<file path="config.mk">
export PLATFORM = sky130hd
export DESIGN_NAME = fetch_stage
export DESIGN_NICKNAME = d
export VERILOG_FILES = /design/src/rtl/riscv_pkg.sv /design/src/rtl/fetch_skid_buf.sv /design/src/rtl/fetch_stage.sv
export SDC_FILE = /design/constraint.sdc
export NUM_CORES = 1
export LEC_CHECK = 0
export BUFFER_PORTS_ARGS = -buffer_cell sky130_fd_sc_hd__buf_2
export CORE_AREA = 3 3 103 130
export CTS_CLUSTER_DIAMETER = 40
export CTS_CLUSTER_SIZE = 20
export DETAILED_ROUTE_END_ITERATION = 12
export DIE_AREA = 0 0 106 133
export GPL_TIMING_DRIVEN = 0
export HOLD_SLACK_MARGIN = 0.05
export PLACE_DENSITY = 0.84
export SETUP_SLACK_MARGIN = 0.05
export SYNTH_ARGS = -nofsm -noshare
export SYNTH_HDL_FRONTEND = slang
export SYNTH_SLANG_ARGS = --single-unit
</file>
<file path="constraint.sdc">
create_clock -name clk -period 5.8 [get_ports clk]
set_input_delay 1.16 -clock clk [delete_from_list [all_inputs] [get_ports clk]]
set_output_delay 1.16 -clock clk [all_outputs]
set_load 0.05 [all_outputs]
</file>
<file path="src/rtl/riscv_pkg.sv">
// Shared RISC-V front-end definitions.
//   RESET_PC_DEF / NOP_INST_DEF : default first fetch address and bubble instruction
//   fetch_state_t               : fetch FSM encoding
//   pc_next()                   : sequential PC increment (wraps modulo 2^32)
package riscv_pkg;

    localparam logic [31:0] RESET_PC_DEF = 32'h0000_0000;
    localparam logic [31:0] NOP_INST_DEF = 32'h0000_0013;   // addi x0,x0,0

    typedef enum logic [1:0] {
        ST_FETCH    = 2'd0,   // request outstanding
        ST_HOLD     = 2'd1,   // response parked in skid buffer, decode stalled
        ST_DROP     = 2'd2,   // waiting out a response to a flushed request
        ST_MISALIGN = 2'd3    // parked on a misaligned target until redirected
    } fetch_state_t;

    function automatic logic [31:0] pc_next(input logic [31:0] pc);
        return pc + 32'd4;
    endfunction

endpackage

</file>
<file path="src/rtl/fetch_skid_buf.sv">
// One-entry skid buffer holding an instruction word and its PC while decode
// is stalled.
//   clk, rst_n          : clock, asynchronous active-low reset
//   load                : capture load_inst/load_pc, mark full
//   unload              : mark empty (data consumed by the caller)
//   clear               : flush, dominates load and unload
//   load_inst, load_pc  : incoming entry
//   buf_inst, buf_pc    : stored entry
//   buf_full            : entry valid
module fetch_skid_buf (
    input  logic        clk,
    input  logic        rst_n,
    input  logic        load,
    input  logic        unload,
    input  logic        clear,
    input  logic [31:0] load_inst,
    input  logic [31:0] load_pc,
    output logic [31:0] buf_inst,
    output logic [31:0] buf_pc,
    output logic        buf_full
);

    always_ff @(posedge clk or negedge rst_n) begin
        if (!rst_n) begin
            buf_full <= 1'b0;
        end else if (clear) begin
            buf_full <= 1'b0;
        end else if (load) begin
            buf_full <= 1'b1;
        end else if (unload) begin
            buf_full <= 1'b0;
        end
    end

    // Payload needs no reset: it is only observed while buf_full is set.
    always_ff @(posedge clk) begin
        if (load && !clear) begin
            buf_inst <= load_inst;
            buf_pc   <= load_pc;
        end
    end

endmodule

</file>
<file path="src/rtl/fetch_stage.sv">
// Instruction fetch stage with IF/ID pipeline register.
// Keeps at most one instruction-memory request in flight, parks a response in
// a one-entry skid buffer when decode stalls, and discards responses that
// belong to requests flushed by a redirect.
//   clk, rst_n                  : clock, asynchronous active-low reset
//   imem_req, imem_addr         : fetch request / address to instruction memory
//   imem_rdata, imem_valid      : response data / strobe
//   id_stall                    : decode cannot accept an instruction
//   redirect, redirect_pc       : flush and refetch from redirect_pc
//   if_id_inst/pc/valid         : IF/ID register to decode
//   if_id_misalign              : misaligned redirect target (only with
//                                 FETCH_MISALIGN_CHECK_EN defined; otherwise
//                                 redirect_pc[1:0] are forced to zero)
module fetch_stage
    import riscv_pkg::*;
#(
    parameter logic [31:0] RESET_PC = RESET_PC_DEF,
    parameter logic [31:0] NOP_INST = NOP_INST_DEF
) (
    input  logic        clk,
    input  logic        rst_n,
    output logic        imem_req,
    output logic [31:0] imem_addr,
    input  logic [31:0] imem_rdata,
    input  logic        imem_valid,
    input  logic        id_stall,
    input  logic        redirect,
    input  logic [31:0] redirect_pc,
    output logic [31:0] if_id_inst,
    output logic [31:0] if_id_pc,
    output logic        if_id_valid
`ifdef FETCH_MISALIGN_CHECK_EN
    ,
    output logic        if_id_misalign
`endif
);

    fetch_state_t state_q, state_d, redir_state;
    logic [31:0]  pc_q;
    logic [31:0]  redir_tgt;
    logic         redir_bad;
    logic         misalign_q;
    logic         fetch_accept;
    logic         skid_load, skid_unload, skid_full;
    logic [31:0]  skid_inst, skid_pc;

`ifdef FETCH_MISALIGN_CHECK_EN
    assign redir_tgt = redirect_pc;
    assign redir_bad = |redirect_pc[1:0];
    assign if_id_misalign = misalign_q;
`else
    assign redir_tgt = redirect_pc & 32'hFFFF_FFFC;
    assign redir_bad = 1'b0;
`endif

    assign redir_state  = redir_bad ? ST_MISALIGN : ST_FETCH;
    // A response in FETCH is only used if no redirect flushes it this cycle.
    assign fetch_accept = (state_q == ST_FETCH) && imem_valid && !redirect;
    assign skid_load    = fetch_accept && id_stall;
    assign skid_unload  = (state_q == ST_HOLD) && !redirect && !id_stall && skid_full;

    // State register
    always_ff @(posedge clk or negedge rst_n) begin
        if (!rst_n) begin
            state_q <= ST_FETCH;
        end else begin
            state_q <= state_d;
        end
    end

    // Next-state logic
    always_comb begin
        state_d = state_q;
        unique case (state_q)
            ST_FETCH: begin
                if (redirect) begin
                    // Without a response the request is still in flight and
                    // must be waited out before a new one may issue.
                    state_d = imem_valid ? redir_state : ST_DROP;
                end else if (imem_valid && id_stall) begin
                    state_d = ST_HOLD;
                end
            end
            ST_HOLD: begin
                if (redirect) begin
                    state_d = redir_state;
                end else if (!id_stall) begin
                    state_d = ST_FETCH;
                end
            end
            ST_DROP: begin
                // A redirect here only retargets pc; exit waits for the response.
                if (imem_valid) begin
                    if (redirect) begin
                        state_d = redir_state;
                    end else begin
                        state_d = misalign_q ? ST_MISALIGN : ST_FETCH;
                    end
                end
            end
            ST_MISALIGN: begin
                if (redirect) begin
                    state_d = redir_state;
                end
            end
            default: state_d = ST_FETCH;
        endcase
    end

    // Output logic; rst_n gating keeps the request low throughout reset.
    always_comb begin
        imem_req  = rst_n && (state_q == ST_FETCH);
        imem_addr = pc_q;
    end

    // PC and IF/ID register
    always_ff @(posedge clk or negedge rst_n) begin
        if (!rst_n) begin
            pc_q        <= RESET_PC;
            if_id_inst  <= NOP_INST;
            if_id_pc    <= 32'h0000_0000;
            if_id_valid <= 1'b0;
            misalign_q  <= 1'b0;
        end else if (redirect) begin
            pc_q        <= redir_tgt;
            if_id_inst  <= NOP_INST;
            if_id_pc    <= redir_tgt;
            if_id_valid <= redir_bad;
            misalign_q  <= redir_bad;
        end else begin
            if (fetch_accept) begin
                pc_q <= pc_next(pc_q);
            end
            if (fetch_accept && !id_stall) begin
                if_id_inst  <= imem_rdata;
                if_id_pc    <= pc_q;
                if_id_valid <= 1'b1;
            end else if (skid_unload) begin
                if_id_inst  <= skid_inst;
                if_id_pc    <= skid_pc;
                if_id_valid <= 1'b1;
            end else if ((state_q == ST_FETCH) && !id_stall) begin
                // Decode took the current entry and nothing replaced it.
                if_id_inst  <= NOP_INST;
                if_id_valid <= 1'b0;
            end
        end
    end

    fetch_skid_buf u_skid (
        .clk       (clk),
        .rst_n     (rst_n),
        .load      (skid_load),
        .unload    (skid_unload),
        .clear     (redirect),
        .load_inst (imem_rdata),
        .load_pc   (pc_q),
        .buf_inst  (skid_inst),
        .buf_pc    (skid_pc),
        .buf_full  (skid_full)
    );

endmodule

</file>
==> metrics.md <==
| Metric | Value |
|---|---|
| P_leak | slightly below 4 nW |
| Post-CTS Setup Bufs | 0 |
| Setup WS post-layout | 2.57 ns |
| Critical path's slowest cell | buf_4 |
| Area grow syn2layout | 23.2% |
| Vias in the first global route | 6011 |
| Internal power | 2.03 mW |
| Peak Freq | just over 300 MHz |
| Sequential power share | 44.3% |
| Yosys reg bits | around 160 |
| First-pass GRT wire length | 31500 µm |
| Pre-Repair DR Iteration Count | 8 |
| RSZ-0062 raised after global routing | no |
| NumNets Final | 830 |
| Post-Syn Area per Cell | ~12 µm² |
| Reg clk slew, reported paths | 0.06 ns |
| Longest Clk Path Bufs | 2 |
| Post-Route Setup TNS | 0 ns |
| Crit path kind | in -> out |
| Max incr delay on CP | 0.37 ns |
| Fraction of registers with async set/reset | 61.0% |
| Top_reg_cell synth | dfrtp_1 |
| Post-synthesis sequential area ratio | around three fifths |
| Hold Violations, Final | 0 |
| Slew at the pin closest to its max-slew limit | 0.914 ns |
| Largest net degree at the start of global routing | 71 |
| Cell count along the critical path | 3 |
| Total congestion overflow | 0 |
| Placement Setup Slack | 2.57 ns |
| Final instance area | 8660 µm² |
| H-tree level count | 4 |
| Root buffer cell | clkbuf_16 |
| Crit end category | primary output |
| Die width | 106 µm |
| Worst Path Arrival | slightly above 2 ns |
| CTS Sinks | 159 |
| Final setup vio count | 0 |
| Initial core utilization | 57.8% |
| Netlist cell types | 56 |
| Busiest grt layer | met2 |
| Worst-path cell chain | buf_4, nor3b_1, buf_2 |
| Post-cts sizing count | 0 |
| # IOs | between 150 and 200 |
| Initial antenna violation count | 1 |
| Antenna Nets Post-Route | 0 |
| Hold Buf Count CTS | 0 |
| CTS tree | done |
| Comb pwr share | 19.4% |
| Floorplan row count | 45 |
| Reg2Reg Depth | 4 |
| Area of the mapped netlist | 7030 µm² |
| CP bufs+invs | 2 |
| VDD IR-drop max | 224 µV |
| Tightest Hold Check Type | reg -> reg |
| Post-synth EDFFs | 62 |
| I/O Buffers | 161 |
| Iter 0 DRT Violations | 599 |
| Antenna diodes | 0 |
| Met1 global-route usage | 34.4% |
| Clk_lat worst skew | between 0.4 and 0.5 ns |
| Hold path depth | 2 |
| Clock group share of total power | 36.3% |
| DP HPWL | 13600 µm |
| Tcrit/Tclk final | 55.6% |
| Share of cells above drive strength 1 | 33.2% |
| CP Max Fanout | 29 |
| Die Area | 14100 µm² |
| Switch Pwr | approximately 970 µW |
| Average routed wire per standard cell | roughly 21 µm |
| Worst Clk Skew | roughly 0.0085 ns |
| Total core area | 12200 µm² |
| Gr usage total | 28.4% |
| Ys Warns | 0 |
| Slew Limit Fails | 0 |
| Vias/cell | 6.25 |
| Sw Ratio | 32.3% |
| PD cells | 347 nW/µm² |
| Outcome | finished clean |
| Routed WL | slightly below 20000 µm |
| Max Cap Violations | 0 |
| Grt met2 use | 48.4% |
| Grt met3 use | 7.86% |
| Min cycle time layout | between 3 and 4 ns |
| DRC errors left | 0 |
| Mapped Cells | roughly 580 |
| Worst Setup Start Kind | input pin |
| CP top delay family | buffers and inverters |
| Clock buffer count from CTS | 17 |
| Critical Path RT | between 4 and 5 ns |
| DR vias | 5860 |
| Die Ht | 133 µm |
| Placer Congestion | 0.904 |
| Slew HR | between 30% and 40% |
| Placed Area | 8080 µm² |
==> state kept, by name, indices dropped and copies added (netlist names) <==
signal and count:
state_q 2, if_id_valid 1, if_id_pc 31, u_skid.buf_full 1, u_skid.buf_pc 30, if_id_inst 32
u_skid.buf_inst 32, imem_addr 30
==> cell usage after synthesis, types with 2 or more instances <==
library cell / instances / area [µm²]
a222oi_1: 29 / 290
or3_1: 5 / 31.3
buf_4: 4 / 30.0
a311oi_1: 14 / 123
buf_6: 3 / 33.8
clkbuf_1: 17 / 63.8
and3_1: 2 / 12.5
mux2_2: 22 / 248
a31oi_1: 11 / 68.8
or4_1: 5 / 37.5
o21ai_0: 38 / 190
nor3_1: 14 / 70.1
mux2i_1: 12 / 120
nand2b_1: 4 / 25.0
o22ai_1: 3 / 18.8
dfrtp_1: 94 / 2350
a21o_1: 15 / 113
and4_1: 10 / 87.6
inv_1: 35 / 131
a211oi_1: 12 / 90.1
a21oi_1: 8 / 40.0
nor2b_1: 2 / 12.5
and4_2: 3 / 30.0
nor4_1: 3 / 18.8
and2_1: 4 / 25.0
buf_2: 17 / 85.1
nand3_1: 10 / 50.1
nand4_1: 10 / 62.6
xnor2_1: 7 / 61.3
o2bb2ai_1: 2 / 17.5
edfxtp_1: 62 / 1860
nand4_4: 2 / 42.5
dfstp_2: 3 / 78.8
nand2_1: 43 / 161
o31ai_1: 10 / 75.1
nor2_1: 23 / 86.3
==> final timing paths <==
kind / startpoint / to / slack (ns)
setup reg to reg: state_q[0]$_DFFE_PN0P_ / u_skid.buf_pc[4]$_DFFE_PP_ / 3.45
setup / recovery: rst_n / imem_req / 2.57
hold / removal: u_skid.buf_inst[10]$_DFFE_PP_ / if_id_inst[10]$_DFFE_PN0P_ / 0.47
min in group asynchronous: rst_n / if_id_pc[30]$_DFFE_PN0P_ / 0.68
hold reg to reg: u_skid.buf_inst[10]$_DFFE_PP_ / if_id_inst[10]$_DFFE_PN0P_ / 0.47
max in group asynchronous: rst_n / if_id_inst[1]$_DFFE_PN1P_ / 4.37
==> logic make-up after synthesis <==
logic type	count (synthesis)	synth area share, %
AND/OR/NAND/NOR	150	12.2
AO/OA/AOI/OAI	145	15.0
buffers and inverters	79	5.20
flip-flops	159	61.1
other	1	0.0533
adder cells (fa/ha/maj)	1	0.178
XOR/XNOR	8	0.996
multiplexers	35	5.39
==> worst min-delay path, delay by kind of cell (launching register included) <==
family	cells	cell delay [ns]
flip-flops	1	0.32
AO/OA/AOI/OAI	1	0.06
buffers and inverters	1	0.06
==> power by group through the flow <==
stage                     Clock (mW)  Sequential (mW)  Combinational [mW]
after floorplan                    0             1.56               0.182
after global placement             0             1.34               0.561
after detailed placement           0             1.35               0.578
after CTS                       1.10             1.33               0.581
after global routing            1.15             1.34               0.616
final                           1.09             1.33               0.582
==> cell type report <==
class                   count  area (µm²)
multi-input cells         341        2380
fillers                   900        3500
plain buffers              43         230
clock inverters            13         126
repair buffers            162         836
inverters                  36         135
clock buffers              19         454
flip-flops and latches    159        4290
well taps                 164         205
==> cell usage in the layout (no fill, tap or decap), drive strengths merged, types with 13 or more instances in the layout <==
cell type	count
a21o	15
a222oi	29
a311oi	14
and4	13
buf	187
clkbuf	37
dfrtp	94
edfxtp	62
inv	40
mux2	23
nand2	43
nor2	24
nor3	15
o21ai	38
==> per-stage QoR <==
step           hold WS [ns]  util (%)  std cells  power (mW)
4_1_cts               0.469      71.2        937        3.01
5_1_grt               0.486      71.2        937        3.10
3_5_place_dp          0.452      66.5        905        1.93
6_report              0.471      71.2        937        3.00
2_1_floorplan         0.436         -        579        1.74
3_3_place_gp          0.445      66.2        904        1.90
==> metal layers <==
| layer | wire length, µm | part of all wire, % | vias up |
|---|---|---|---|
| met1 | 7090 | 36 | 2850 |
| met4 | 554 | 2.8 | 2 |
| li1 | - | - | 2574 |
| met5 | 18 | 0.092 | - |
| met2 | 9990 | 51 | 375 |
| met3 | 1940 | 9.9 | 59 |
No activity file was read; power rests on OpenSTA's default activity.
